<file path="src/rtl/xadc_packetizer_pkg.sv">
// Shared types and constants for the XADC frame packetizer.
package xadc_packetizer_pkg;

  typedef enum logic [2:0] {
    IDLE, SYNC, SEQ, CH0_HI, CH0_LO, CH1_HI, CH1_LO
  } packetizer_state_t;

  localparam logic [7:0] SYNC_BYTE_DEF = 8'hA5;
  localparam int         FRAME_BYTES   = 6;

  // Upper sample bits [11:8] in the low nibble; bits above the sample never leak out.
  function automatic logic [7:0] hi_byte(input logic [15:0] s);
    return {4'h0, s[11:8]};
  endfunction

  function automatic logic [7:0] lo_byte(input logic [15:0] s);
    return s[7:0];
  endfunction

endpackage

</file>
<file path="src/rtl/xadc_packetizer_if.sv">
// AXI-Stream byte channel between the packetizer and the USB FIFO sink.
interface xadc_packetizer_if;
  logic [7:0] tdata;
  logic       tvalid;
  logic       tready;
  logic       tlast;

  modport master (output tdata, tvalid, tlast, input tready);
  modport slave  (input tdata, tvalid, tlast, output tready);
endinterface

</file>
<file path="src/rtl/xadc_packetizer.sv">
// Frames ch0/ch1 sample pairs into 6-byte packets with a sequence number,
// one in-flight frame plus a one-deep pending slot, and overrun accounting.
module xadc_packetizer
  import xadc_packetizer_pkg::*;
#(
  parameter logic [7:0] SYNC_BYTE  = SYNC_BYTE_DEF,
  parameter int         SAMPLE_W   = 12,
  parameter int         DROP_CNT_W = 16
) (
  input  logic                  sys_clk,
  input  logic                  sys_rst_n,
  input  logic                  sample_valid,
  input  logic [SAMPLE_W-1:0]   sample_ch0,
  input  logic [SAMPLE_W-1:0]   sample_ch1,
  xadc_packetizer_if.master     m_axis,
  output logic                  overrun,
  output logic [DROP_CNT_W-1:0] drop_count
);

  packetizer_state_t     state_q, state_d;
  logic [SAMPLE_W-1:0]   frm0_q, frm0_d, frm1_q, frm1_d;
  logic [SAMPLE_W-1:0]   pnd0_q, pnd0_d, pnd1_q, pnd1_d;
  logic                  pnd_vld_q, pnd_vld_d;
  logic [7:0]            seq_q, seq_d;
  logic                  ovr_q, ovr_d;
  logic [DROP_CNT_W-1:0] drop_q, drop_d;

  logic tvalid, hs, frame_done;

  assign tvalid     = (state_q != IDLE);
  assign hs         = tvalid && m_axis.tready;
  assign frame_done = hs && (state_q == CH1_LO);

  // State, frame, pending and counters registered together; reset abandons any partial frame.
  always_ff @(posedge sys_clk) begin
    if (!sys_rst_n) begin
      state_q   <= IDLE;
      frm0_q    <= '0;
      frm1_q    <= '0;
      pnd0_q    <= '0;
      pnd1_q    <= '0;
      pnd_vld_q <= 1'b0;
      seq_q     <= '0;
      ovr_q     <= 1'b0;
      drop_q    <= '0;
    end else begin
      state_q   <= state_d;
      frm0_q    <= frm0_d;
      frm1_q    <= frm1_d;
      pnd0_q    <= pnd0_d;
      pnd1_q    <= pnd1_d;
      pnd_vld_q <= pnd_vld_d;
      seq_q     <= seq_d;
      ovr_q     <= ovr_d;
      drop_q    <= drop_d;
    end
  end

  // Next state: the frame register loads only when entering SYNC (from IDLE or end of frame).
  always_comb begin
    state_d   = state_q;
    frm0_d    = frm0_q;
    frm1_d    = frm1_q;
    pnd0_d    = pnd0_q;
    pnd1_d    = pnd1_q;
    pnd_vld_d = pnd_vld_q;
    seq_d     = seq_q;
    ovr_d     = ovr_q;
    drop_d    = drop_q;
    if (state_q == IDLE || frame_done) begin
      if (frame_done) seq_d = seq_q + 8'd1;
      if (pnd_vld_q) begin
        // Oldest pair first; a same-cycle strobe refills the pending slot, so nothing drops.
        state_d   = SYNC;
        frm0_d    = pnd0_q;
        frm1_d    = pnd1_q;
        pnd_vld_d = sample_valid;
        if (sample_valid) begin
          pnd0_d = sample_ch0;
          pnd1_d = sample_ch1;
        end
      end else if (sample_valid) begin
        state_d = SYNC;
        frm0_d  = sample_ch0;
        frm1_d  = sample_ch1;
      end else begin
        state_d = IDLE;
      end
    end else begin
      if (hs) begin
        unique case (state_q)
          SYNC:    state_d = SEQ;
          SEQ:     state_d = CH0_HI;
          CH0_HI:  state_d = CH0_LO;
          CH0_LO:  state_d = CH1_HI;
          CH1_HI:  state_d = CH1_LO;
          default: state_d = state_q;
        endcase
      end
      if (sample_valid) begin
        if (!pnd_vld_q) begin
          pnd_vld_d = 1'b1;
          pnd0_d    = sample_ch0;
          pnd1_d    = sample_ch1;
        end else begin
          ovr_d = 1'b1;
          if (~&drop_q) drop_d = drop_q + DROP_CNT_W'(1);
        end
      end
    end
  end

  // Byte mux from latched frame data; outputs are zero while idle.
  always_comb begin
    m_axis.tvalid = tvalid;
    m_axis.tlast  = (state_q == CH1_LO);
    unique case (state_q)
      SYNC:    m_axis.tdata = SYNC_BYTE;
      SEQ:     m_axis.tdata = seq_q;
      CH0_HI:  m_axis.tdata = hi_byte(16'(frm0_q));
      CH0_LO:  m_axis.tdata = lo_byte(16'(frm0_q));
      CH1_HI:  m_axis.tdata = hi_byte(16'(frm1_q));
      CH1_LO:  m_axis.tdata = lo_byte(16'(frm1_q));
      default: m_axis.tdata = 8'h00;
    endcase
  end

  assign overrun    = ovr_q;
  assign drop_count = drop_q;

endmodule

</file>
<file path="src/flat_wrapper.sv">
// flat-port wrapper written by rule: the top's interface ports become plain ports
module xadc_packetizer_flat import xadc_packetizer_pkg::*;
#(
  parameter logic [7:0] SYNC_BYTE  = SYNC_BYTE_DEF,
  parameter int         SAMPLE_W   = 12,
  parameter int         DROP_CNT_W = 16
)
  (sys_clk, sys_rst_n, sample_valid, sample_ch0, sample_ch1, overrun, drop_count, m_axis_tdata, m_axis_tvalid, m_axis_tlast, m_axis_tready);
  xadc_packetizer_if m_axis_i ();
  input  logic sys_clk;
  input  logic sys_rst_n;
  input  logic sample_valid;
  input  logic [SAMPLE_W-1:0] sample_ch0;
  input  logic [SAMPLE_W-1:0] sample_ch1;
  output logic overrun;
  output logic [DROP_CNT_W-1:0] drop_count;
  output wire logic [$bits(m_axis_i.tdata)-1:0] m_axis_tdata;
  output wire logic [$bits(m_axis_i.tvalid)-1:0] m_axis_tvalid;
  output wire logic [$bits(m_axis_i.tlast)-1:0] m_axis_tlast;
  input wire logic [$bits(m_axis_i.tready)-1:0] m_axis_tready;
  assign m_axis_tdata = m_axis_i.tdata;
  assign m_axis_tvalid = m_axis_i.tvalid;
  assign m_axis_tlast = m_axis_i.tlast;
  assign m_axis_i.tready = m_axis_tready;
  xadc_packetizer #(.SYNC_BYTE(SYNC_BYTE), .SAMPLE_W(SAMPLE_W), .DROP_CNT_W(DROP_CNT_W)) u_core (.sys_clk(sys_clk), .sys_rst_n(sys_rst_n), .sample_valid(sample_valid), .sample_ch0(sample_ch0), .sample_ch1(sample_ch1), .m_axis(m_axis_i), .overrun(overrun), .drop_count(drop_count));
endmodule
</file>
<file path="config.mk">
export PLATFORM = sky130hd
export DESIGN_NAME = xadc_packetizer_flat
export DESIGN_NICKNAME = d
export VERILOG_FILES = /design/src/rtl/xadc_packetizer_pkg.sv /design/src/rtl/xadc_packetizer_if.sv /design/src/rtl/xadc_packetizer.sv /design/src/flat_wrapper.sv
export SDC_FILE = /design/constraint.sdc
export NUM_CORES = 1
export LEC_CHECK = 0
export CAP_MARGIN = 20
export CORE_MARGIN = 1
export CORE_UTILIZATION = 30
export DETAILED_ROUTE_END_ITERATION = 16
export SYNTH_ARGS = -nofsm -noshare
export SYNTH_HDL_FRONTEND = slang
export SYNTH_SLANG_ARGS = --single-unit
</file>
<file path="constraint.sdc">
create_clock -name sys_clk -period 2.05 [get_ports sys_clk]
set_input_delay 0.615 -clock sys_clk [delete_from_list [all_inputs] [get_ports sys_clk]]
set_output_delay 0.615 -clock sys_clk [all_outputs]
set_load 0.005 [all_outputs]
</file>
==> flow_metrics.py, run 1 <==
metrics = {
    "synth": {
        "synth-seq-cells": 77,
        "seq_area_frac_synth_pct": 40.4,
        "synth_top_family_by_area": "simple AND/OR/NAND/NOR gates",
        "synth_xor_area_share_pct": 1.38,
        "async_flop_share_pct": 0,
        "syn_inst": 446,
        "synth_compound_area_share_pct": 14.6,
        "yosys_warnings": 0,
        "synth_edf_count": 0,
        "yosysUniqueCellTypes": 51,
        "syn_avg_cell_area_um2": 8.56,
        "synth_nets": 476,
        "muxShareOfSynthArea_pct": 15.3,
        "synthAdderAreaFrac_pct": 0.918,
        "ys.flop_type": "dfxtp_1",
        "synth_top_area_share_pct": 40.4,
        "synthSimpleGateAreaFrac_pct": 22.4,
        "syn-cell-area_um2": 3820,
        "ys_top_cells_by_area": "dfxtp_1, mux2i_1, nand2_1",
        "synth_largest_area_cell": "dfxtp_1",
    },
    "route": {
        "vias": 3529,
        "vias_per_cell": 5.03,
        "routed_wl_um": 10300,
        "wl_per_cell_um": 14.6,
        "route.detailed.drc": 0,
        "detail-route-antenna-nets": 0,
        "drt_pre_antenna_iters": 5,
        "drt_iter0_drc": 126,
    },
    "placed_design": {
        "dp_slack_ps": -316,
        "place_hpwl_um": 6490,
        "finalWeightedCongestion": 0.813,
        "portBuffers": 54,
        "placed_cell_area_um2": 4720,
    },
    "cts": {
        "ctsHtreeMaxLevel": 3,
        "ctsLongestPathBuffers": 2,
        "clock_latency_ps": 340,
        "clock-sinks": 77,
        "cts_root_buffer": "clkbuf_16",
        "clk_pin_slew_worst_paths_ps": 60,
        "cts_tree": "built",
        "numCtsBuffers": 9,
    },
    "critical_path": {
        "cpMostUsedCell": "buf_4",
        "r2r-end": "u_core.pnd1_q[4]",
        "cp-end-kind": "primary output",
        "max_stage_delay_ps": 340,
        "critPathKind": "register to primary output",
        "cp.arrival_ps": 1500,
        "crit_start": "u_core.state_q[1]",
        "r2r_start": "u_core.state_q[1]",
        "path_cells": "buf_4, nor2b_4, buf_4, a21oi_4, o22ai_2, buf_2",
        "critPathMaxFanout": 5,
        "startpoint_type": "register",
        "required_ps": 1430,
        "r2r_setup_slack_ps": -40,
        "slowest_stage": "dfxtp_4",
        "cp-endpoint": "m_axis_tdata[2]",
        "r2r_cells": 9,
        "cp_top_family": "buffers and inverters",
        "crit_cells": 6,
        "path_buf_inv": 3,
    },
    "timing": {
        "fin_ws_ps": -66.6,
        "finalMaxSlewViolations": 0,
        "setup_viol": 25,
        "fmax_mhz": 472,
        "clock_skew_ps": 7.18,
        "fin_tns_setup_ps": -569,
        "tightest_slew_ps": 537,
        "rsz0062_at_grt": "true",
        "hold_viol": 0,
        "maxSlewHeadroom_pct": 64.1,
        "min_period_ps": 2120,
        "period_share_pct": 103,
    },
    "power": {
        "total_leakage_power_nw": 1.98,
        "max-vdd-ir-drop_uv": 360,
        "finalPower_mw": 4.11,
        "powerDensity_nw_per_um2": 754,
    },
    "grt": {
        "grt.overflow.total": 0,
        "gr-usage-all-layers_pct": 15.0,
        "grt_max_degree": 59,
        "grt_pass1_wl_um": 15500,
        "grt_pass1_vias": 3278,
        "antenna_found_initial": 0,
    },
    "floorplan": {
        "initial_utilization_pct": 31.3,
        "core_area_um2": 12200,
        "ios": 55,
        "die_w_um": 115,
        "die_area_um2": 13200,
        "rows": 40,
        "die_h_um": 115,
    },
    "finish": {
        "multi_input_area_um2": 2290,
        "drive_above_1_share_pct": 22.9,
        "seqCellArea_um2": 1550,
        "area_delta_synth_final_pct": 42.8,
        "final_cell_mix": "nand2_1, dfxtp_1, mux2i_1",
        "fin_nets": 558,
        "num_antenna_cells": 0,
        "final_area_um2": 5450,
        "nFillCells": 1150,
    },
    "min_path": {
        "hp-class": "register to register",
        "worstHoldStart": "u_core.pnd0_q[3]",
    },
    "job": {
        "cap_viol_max_count": 0,
    },
    "status": {
        "violations": "negative setup slack",
        "status": "finished, violations left",
    },
}
[metal layers]
metal,up-vias,GRT usage [%],routed length [µm]
met5,-,0,0
met4,0,5.89,189
met3,15,3.06,361
met2,88,24.9,4990
met1,1662,19.3,4720
li1,1764,-,-
[worst min-delay path, cell delays in order, from the launching register on]
cell and delay, ps:
dfxtp_1 310, nand2_1 50, mux2i_1 50
[cells in the mapped netlist, drive strengths merged, types with 3 or more instances]
cell,count
nand2,79
dfxtp,77
mux2i,56
nor2,38
a211oi,24
a21oi,20
clkbuf,20
buf,14
nand3,10
nand4,10
o31ai,8
nor3,7
o21ai,7
or4,7
inv,5
nand2b,5
and3,4
and4,4
nor2b,4
or3,4
a22oi,3
nor4,3
o22ai,3
xnor2,3
xor2,3
[cells by family (layout without fill, tap and decap cells)]
logic type,Yosys count,count (layout)
buf+inv,40,127
compound gates,82,82
flops,77,77
fa+ha+maj,3,3
xor+xnor,6,6
mux,58,58
simple gates,180,180
[power breakdown]
part | internal [mW] | total, mW | switching, mW
clock network | 1.01 | 1.63 | 0.621
logic | 0.409 | 0.787 | 0.378
registers | 1.61 | 1.69 | 0.0777
total | 3.03 | 4.11 | 1.08
[how the worst min path moves through the flow]
stage,to,slack (ps),cells past startpoint
final,u_core.pnd0_q[3],460,2
after global routing,u_core.pnd1_q[4],480,2
after CTS,u_core.pnd1_q[3],460,2
after detailed placement,u_core.pnd1_q[3],450,2
after global placement,u_core.pnd1_q[1],440,2
after floorplan,u_core.pnd0_q[0],430,2
[stage by stage]
step | hold slack, ps | util [%] | cells
2_1_floorplan | 434 | - | 446
3_3_place_gp | 441 | 38.6 | 668
3_5_place_dp | 451 | 38.6 | 668
4_1_cts | 459 | 42.4 | 691
5_1_grt | 481 | 44.6 | 701
6_report | 458 | 44.6 | 701
[sequential cells by signal, indices dropped and copies added, names as in the netlist]
| signal | count |
|---|---|
| u_core.seq_q | 8 |
| u_core.frm1_q | 12 |
| u_core.pnd1_q | 12 |
| u_core.pnd0_q | 12 |
| u_core.pnd_vld_q | 1 |
| u_core.overrun | 1 |
| u_core.state_q | 3 |
| u_core.frm0_q | 12 |
| u_core.drop_count | 16 |
[what timing repair did]
| item | 4_1_cts | 5_1_grt |
|---|---|---|
| hold buffers | 0 | 0 |
| endpoints found under the hold margin | 0 | 0 |
| pin swaps | 8 | 18 |
| gates cloned | 0 | 5 |
| resized for setup | 69 | 36 |
| setup endpoints to repair | 26 | 40 |
| buffers inserted | 7 | 5 |
[cell type report]
class                      count  area share, %
sequential                    77           28.5
tap                          168           3.86
clock inverter                 3          0.804
inverter                       6          0.505
timing repair buffer         105           19.5
clock buffer                  13           4.78
multi-input combinational    329           42.1
Power figures use the tool's default switching activity.
==> run 2: changes to the inputs <==
--- a/config.mk
+++ b/config.mk
@@ -5,6 +5,7 @@
 export SDC_FILE = /design/constraint.sdc
 export NUM_CORES = 1
 export LEC_CHECK = 0
+export ABC_CLOCK_PERIOD_IN_PS = 2050
 export CAP_MARGIN = 20
 export CORE_MARGIN = 1
 export CORE_UTILIZATION = 30
==> results of run 2 <==
Final layout, timing and power as in run 1 (identical DEF).
==> run 3: changes to the inputs <==
--- a/config.mk
+++ b/config.mk
@@ -7,6 +7,7 @@
 export LEC_CHECK = 0
 export ABC_CLOCK_PERIOD_IN_PS = 2050
 export CAP_MARGIN = 20
+export CORE_ASPECT_RATIO = 0.8
 export CORE_MARGIN = 1
 export CORE_UTILIZATION = 30
 export DETAILED_ROUTE_END_ITERATION = 16
==> flow_metrics.py, run 3 (same netlist as run 1, synthesis figures left out) <==
metrics = {
    "floorplan": {
        "die_area_um2": 13200,
        "ios": 55,
        "core_area_um2": 12300,
        "die_h_um": 103,
        "die_w_um": 128,
        "initial_utilization_pct": 31.0,
        "rows": 36,
    },
    "critical_path": {
        "cp.arrival_ps": 1500,
        "cp-end-kind": "primary output",
        "critPathKind": "register to primary output",
        "required_ps": 1430,
        "critPathMaxFanout": 6,
        "slowest_stage": "dfxtp_4",
        "path_cells": "buf_6, buf_12, mux2_4, nand2_2, a21oi_2, buf_2",
        "max_stage_delay_ps": 380,
        "startpoint_type": "register",
    },
    "timing": {
        "fmax_mhz": 474,
        "tightest_slew_ps": 492,
        "rsz0062_at_grt": "true",
        "maxSlewHeadroom_pct": 67.1,
        "min_period_ps": 2110,
        "hold_viol": 0,
        "finalMaxSlewViolations": 0,
        "period_share_pct": 103,
        "fin_ws_ps": -60.0,
        "setup_viol": 4,
        "clock_skew_ps": 7.51,
    },
    "finish": {
        "layout_commonest_cell": "nand2_1",
        "multi_input_area_um2": 2210,
        "area_delta_synth_final_pct": 38.0,
        "num_antenna_cells": 0,
        "nFillCells": 1178,
        "drive_above_1_share_pct": 18.5,
        "seqCellArea_um2": 1550,
        "fin_util_pct": 42.8,
        "largest_reg_flops": 16,
        "fin_nets": 549,
        "final_cell_mix": "nand2_1, dfxtp_1, mux2i_1",
    },
    "power": {
        "finalPower_mw": 4.11,
        "max-vdd-ir-drop_uv": 350,
        "powerDensity_nw_per_um2": 780,
        "total_leakage_power_nw": 1.89,
    },
    "cts": {
        "cts_tree": "built",
        "holdBufCountCts": 0,
        "clock-sinks": 77,
        "cts_root_buffer": "clkbuf_16",
        "numCtsBuffers": 9,
        "ctsLongestPathBuffers": 2,
        "clock_latency_ps": 340,
        "ctsHtreeMaxLevel": 3,
        "clk_pin_slew_worst_paths_ps": 60,
    },
    "placed_design": {
        "place_hpwl_um": 6820,
        "dp_slack_ps": -291,
        "portBuffers": 54,
        "finalWeightedCongestion": 0.855,
    },
    "status": {
        "status": "finished, violations left",
        "violations": "negative setup slack",
    },
    "grt": {
        "antenna_found_initial": 0,
        "grt_pass1_wl_um": 15600,
        "grt.overflow.total": 0,
        "grt_pass1_vias": 3135,
        "gr-usage-all-layers_pct": 15.2,
        "grt_max_degree": 37,
    },
    "route": {
        "detail-route-antenna-nets": 0,
        "wl_per_cell_um": 14.6,
        "vias": 3454,
        "drt_pre_antenna_iters": 4,
        "routed_wl_um": 10200,
        "route.detailed.drc": 0,
        "vias_per_cell": 4.97,
        "drt_iter0_drc": 185,
    },
    "job": {
        "cap_viol_max_count": 0,
    },
    "min_path": {
        "hp-class": "register to register",
    },
}
[run 3: cell types whose count changed in the layout (fill, tap and decap cells not counted), sizes merged]
cell	before	now
clkbuf	18	13
inv	5	6
clkinvlp	0	2
buf	56	49
[run 3: final timing paths]
kind | startpoint | cells past startpoint | slack, ps | end
worst max-delay path | u_core.state_q[1] | 6 | -60 | m_axis_tdata[4]
worst min-delay path | u_core.pnd0_q[10] | 2 | 460 | u_core.pnd0_q[10]
worst max register to register | u_core.state_q[1] | 8 | 10 | u_core.pnd1_q[4]
worst min register to register | u_core.pnd0_q[10] | 2 | 460 | u_core.pnd0_q[10]
[run 3: layout make-up]
cell class                      instances  area share, %
Clock buffer                           10           4.54
Clock inverter                          6           1.35
Inverter                                6          0.452
Multi-Input combinational cell        329           42.0
Sequential cell                        77           29.5
Tap cell                              171           4.06
Timing Repair Buffer                   96           18.1
[run 3: metrics by stage]
stage,setup TNS [ps],std cells,hold slack (ps),cell area [µm²]
global placement,-13650,672,441,4720
CTS,-456,688,459,5080
detailed placement,-15130,672,448,4720
global route,-1140,695,480,5270
floorplan,0,446,434,3820
finish,-199,695,457,5270
[run 3: per-layer routing]
layer / part of all wire (%) / track usage, % / up-vias
li1: - / - / 1755
met1: 48 / 19.8 / 1612
met4: 1.4 / 4.98 / 0
met5: 0 / 0 / -
met3: 3.9 / 3.43 / 14
met2: 47 / 25.0 / 73
[run 3: power by group]
group | leakage [nW] | switching, mW | internal [mW]
registers | 0.631 | 0.0854 | 1.61
clock network | 0.145 | 0.667 | 0.985
logic | 1.12 | 0.370 | 0.390
total | 1.89 | 1.12 | 2.99
[run 3: repair_timing]
item,in CTS,in global routing
setup buffers,1,4
endpoints found under the setup margin,16,47
gates resized for setup,53,26
pin swaps,5,11
gates cloned,0,3
[run 3: critical path: cells and delay by family (launching register included)]
| family | cells | cell delay [ps] |
|---|---|---|
| buffers and inverters | 3 | 370 |
| multiplexers | 1 | 290 |
| AND/OR/NAND/NOR | 1 | 60 |
| AO/OA/AOI/OAI | 1 | 50 |
| flip-flops | 1 | 380 |
==> edit 1 (config.mk and constraints of run 2) <==
`DROP_CNT_W` is set to 16 in 2 places; all go to 32.
--- a/src/rtl/xadc_packetizer.sv
+++ b/src/rtl/xadc_packetizer.sv
@@ -5,7 +5,7 @@
 #(
   parameter logic [7:0] SYNC_BYTE  = SYNC_BYTE_DEF,
   parameter int         SAMPLE_W   = 12,
-  parameter int         DROP_CNT_W = 16
+  parameter int         DROP_CNT_W = 32
 ) (
   input  logic                  sys_clk,
   input  logic                  sys_rst_n,
--- a/src/flat_wrapper.sv
+++ b/src/flat_wrapper.sv
@@ -3,7 +3,7 @@
 #(
   parameter logic [7:0] SYNC_BYTE  = SYNC_BYTE_DEF,
   parameter int         SAMPLE_W   = 12,
-  parameter int         DROP_CNT_W = 16
+  parameter int         DROP_CNT_W = 32
 )
   (sys_clk, sys_rst_n, sample_valid, sample_ch0, sample_ch1, overrun, drop_count, m_axis_tdata, m_axis_tvalid, m_axis_tlast, m_axis_tready);
   xadc_packetizer_if m_axis_i ();
Ports: changed (resized drop_count); port bits go from 55 to 71. The function was not compared with the original's and may differ.
==> edit 1 against run 2 <==
The flow still finishes with violations (negative setup slack). Worst setup slack got worse by 0.19 ns. Global-route usage grew 2.0 points. Sequential cell count rose by 16. Area after synthesis up 18%. Wire length increased by 48%. Design area is 37% higher. Synthesized cell count increased by 13%. Clock power grew 13%. Total power rose by 20%. Largest cell class unchanged. Largest power group unchanged. Highest routed layer unchanged.
==> edit 1: results <==
status:
  status: "complete, but fails checks"
  violations: "negative setup slack"
cells_and_area:
  fin_nets: 725
  largest_reg_flops: 32
  diodes: 0
critical_path:
  slowest_delay_ns: 0.42
  regToRegEndpoint: "u_core.drop_count[23]$_SDFFE_PN0P_"
  cp_slowest_cell: "or4_1"
  reg2reg_depth: 8
  arrival_ns: 2.58
  crit_family: "simple AND/OR/NAND/NOR gates"
  critPathMaxFanout: 6
  reg2reg_from: "u_core.state_q[1]$_SDFFE_PN0P_"
route:
  drtIter0Drc: 272
  firstDrtPassIters: 4
  viasPerCell: 5.28
  routedWlPerCell_um: 17.2
yosys:
  synth_compound_area_share_pct: 15.9
  synth-adder-area-share_pct: 0.558
  yosysSeqAreaShare_pct: 41.5
  synthTopCellsByCount: "93 x dfxtp_1, 74 x nor2_1, 61 x mux2i_1"
  synthDistinctLibCells: 53
  synthTopCellsByArea: "dfxtp_1 42%, mux2i_1 14%, nor2_1 6.2%, a211oi_1 4.2%, nand2_1 3.4%"
  synth_fp_nets: 535
sta:
  worstMarginPinSlew_ns: 0.546
  setup_viol: 59
  fin_ws_ns: -0.261
  finClkSkew_ns: 0.00471
  fin_tns_setup_ns: -5.21
power:
  power_leakage_nw: 2.92
global_route:
  grt_max_degree: 62
  grtUsageTotal_pct: 17.0
  grt_pass1_vias: 4296
  grt_pass1_wl_mm: 21.2
place:
  gp_congestion: 0.831
  detailed_place_hpwl_mm: 8.82
  placed_area_um2: 6000
  portBuffers: 70
hold_path:
  hold_end: "u_core.overrun$_SDFFE_PN0P_"
  holdCritStartpoint: "u_core.overrun$_SDFFE_PN0P_"
==> edit 1: cell types whose count changed in the layout (fill, tap and decap cells not counted), sizes merged, moves of 5 or more <==
| cell | delta |
|---|---|
| nand3 | +5 |
| inv | +5 |
| mux2i | +5 |
| clkdlybuf4s50 | +15 |
| dfxtp | +16 |
| nor2 | +36 |
| buf | +90 |
| or4 | +9 |
| nand2 | -38 |
==> edit 1: worst max-delay path by stage <==
stage,startpoint,end,cells after the start
6_report,u_core.state_q[1]$_SDFFE_PN0P_,u_core.drop_count[23]$_SDFFE_PN0P_,8
5_1_grt,u_core.state_q[1]$_SDFFE_PN0P_,u_core.drop_count[23]$_SDFFE_PN0P_,8
4_1_cts,u_core.state_q[1]$_SDFFE_PN0P_,u_core.drop_count[23]$_SDFFE_PN0P_,8
3_5_place_dp,m_axis_tready,u_core.drop_count[24]$_SDFFE_PN0P_,6
3_3_place_gp,m_axis_tready,u_core.drop_count[14]$_SDFFE_PN0P_,6
2_1_floorplan,m_axis_tready,u_core.drop_count[20]$_SDFFE_PN0P_,7
==> edit 1: through the flow <==
| stage | power (mW) | std cells | setup WS [ns] | hold slack [ns] |
|---|---|---|---|---|
| 3_5_place_dp | 2.74 | 818 | -0.778 | 0.469 |
| 5_1_grt | 5.12 | 884 | -0.297 | 0.525 |
| 2_1_floorplan | 2.44 | 505 | -0.137 | 0.463 |
| 4_1_cts | 4.69 | 862 | -0.180 | 0.490 |
| 3_3_place_gp | 2.72 | 818 | -0.703 | 0.462 |
| 6_report | 4.93 | 884 | -0.261 | 0.486 |
==> edit 1: repair_timing <==
action | in CTS | in global routing
buffers inserted | 25 | 19
setup endpoints to repair | 64 | 85
hold endpoints to repair | 0 | 0
gates resized for setup | 108 | 99
pin swaps | 34 | 32
gates cloned | 3 | 7
==> edit 1: worst register-to-register path, cell delays in order (launching register included) <==
cell	delay (ns)
dfxtp_4	0.38
buf_6	0.14
buf_6	0.11
and4b_1	0.20
or3_4	0.37
buf_6	0.15
or3_4	0.32
or4_1	0.42
a21oi_1	0.16
==> edit 1: layout make-up <==
cell class / instances / area, um2
fillers: 1308 / 7080
multi-input cells: 370 / 2970
repair buffers: 212 / 2000
flip-flops and latches: 93 / 1880
clock buffers: 10 / 239
well taps: 184 / 230
clock inverters: 6 / 93.8
inverters: 9 / 33.8
==> edit 1: per-layer routing <==
metal  global-route usage, %  part of all wire, %  vias up
met1                    22.1                   44     2294
li1                        -                    -     2244
met5                       0                    0        -
met4                    7.44                  2.7        0
met2                    27.6                   50       97
met3                    2.96                  3.0       30
==> edit 1: power breakdown <==
group          total [mW]  switching [mW]  internal [mW]
logic                1.06           0.503          0.561
registers            2.02          0.0932           1.92
clock network        1.85           0.738           1.11
==> edit 2 (flow settings as in run 2) <==
Without the edit above. Re-encode `packetizer_state_t` (7 states) as one-hot, 7 bits wide.
--- a/src/rtl/xadc_packetizer_pkg.sv
+++ b/src/rtl/xadc_packetizer_pkg.sv
@@ -1,8 +1,8 @@
 // Shared types and constants for the XADC frame packetizer.
 package xadc_packetizer_pkg;
 
-  typedef enum logic [2:0] {
-    IDLE, SYNC, SEQ, CH0_HI, CH0_LO, CH1_HI, CH1_LO
+  typedef enum logic [6:0] {
+    IDLE = 7'b0000001, SYNC = 7'b0000010, SEQ = 7'b0000100, CH0_HI = 7'b0001000, CH0_LO = 7'b0010000, CH1_HI = 7'b0100000, CH1_LO = 7'b1000000
   } packetizer_state_t;
 
   localparam logic [7:0] SYNC_BYTE_DEF = 8'hA5;
Check against the original RTL: no difference found for any inputs over 10 cycles, from zero or initial values and one cycle with sys_rst_n low; not proved beyond that.
==> edit 2 against run 2 <==
The run still ends with negative setup slack left. Design area is 8.2% higher. Hold slack got worse by 0.0067 ns. Utilization grew 2.1 points. Sequential power is 9% higher. Sequential cell count is 4 higher. Worst setup slack got worse by 0.47 ns. Area after synthesis increased by 2.1%. Combinational power rose by 58%. Wire length grew 16%. Total power rose by 16%. Register-to-register slack about the same. Largest cell class unchanged. Highest routed layer unchanged.
==> edit 2: results <==
cells_and_area:
  fillers: 1225
  multi_input_comb_area_um2: 2340
  seq_share_pct: 27.6
  inv_count: 5
  fin_nets: 598
  bufAreaShareNonClock_pct: 23.4
  drive_above_1_share_pct: 26.5
  area.sequential_um2: 1630
  buffers: 132
yosys:
  synthDistinctLibCells: 48
  yosysSeqAreaShare_pct: 41.6
  synth-adder-area-share_pct: 0.899
  synth_xor_area_share_pct: 2.25
  synthTopCellsByArea: "dfxtp_1 42%, mux2i_1 7.5%, nand2_1 6.9%, o211a_1 6.4%, nand3_1 5.8%"
  synth_compound_area_share_pct: 18.6
  synth.avg_cell_area_um2: 8.51
  muxShareOfSynthArea_pct: 7.74
global_route:
  grt_max_degree: 82
  grt_pass1_vias: 3665
  grt_pass1_wl_mm: 18.9
status:
  violations: "negative setup slack"
  status: "complete, but fails checks"
route:
  wl_met2_mm: 5.53
  met1_length_mm: 5.43
  wl_met3_um: 627
power:
  peakVddDrop_mv: 0.350
  p_comb_mw: 1.24
  pwr-share-comb_pct: 26.0
  power_leakage_nw: 2.48
sta:
  fin_ws_ns: -0.538
  fin_tns_setup_ns: -4.20
  setup_viol: 12
  slew_headroom_pct: 70.0
  finClkSkew_ns: 0.0113
place:
  gp_congestion: 0.880
  placed_cells: 698
  detailed_place_hpwl_mm: 7.05
  placed_area_um2: 4920
critical_path:
  arrival_ns: 1.97
  slowest_delay_ns: 0.56
clocking:
  postCtsSetupRepairBufs: 26
edit 2: kinds of logic after synthesis:
logic type	after synthesis
and+or+nand+nor	195
AOI/OAI and AO/OA	101
DFF	81
buffers and inverters	38
muxes	30
xor gates and xnor gates	10
adders and majority gates	3
edit 2: final timing paths:
| path | from | endpoint | slack (ns) | cells past startpoint |
|---|---|---|---|---|
| max | u_core.state_q[5]$_SDFFE_PN0P_ | m_axis_tdata[0] | -0.54 | 7 |
| min | u_core.pnd1_q[0]$_SDFFE_PN0P_ | u_core.pnd1_q[0]$_SDFFE_PN0P_ | 0.45 | 2 |
| max reg2reg | u_core.state_q[0]$_SDFFE_PN1P_ | u_core.drop_count[13]$_SDFFE_PN0P_ | -0.04 | 6 |
| min reg2reg | u_core.pnd1_q[0]$_SDFFE_PN0P_ | u_core.pnd1_q[0]$_SDFFE_PN0P_ | 0.45 | 2 |
edit 2: per-layer routing:
metal	vias up	track usage (%)
li1	1886	-
met1	1844	24.8
met2	105	28.8
met3	19	3.35
met4	0	7.78
met5	-	0
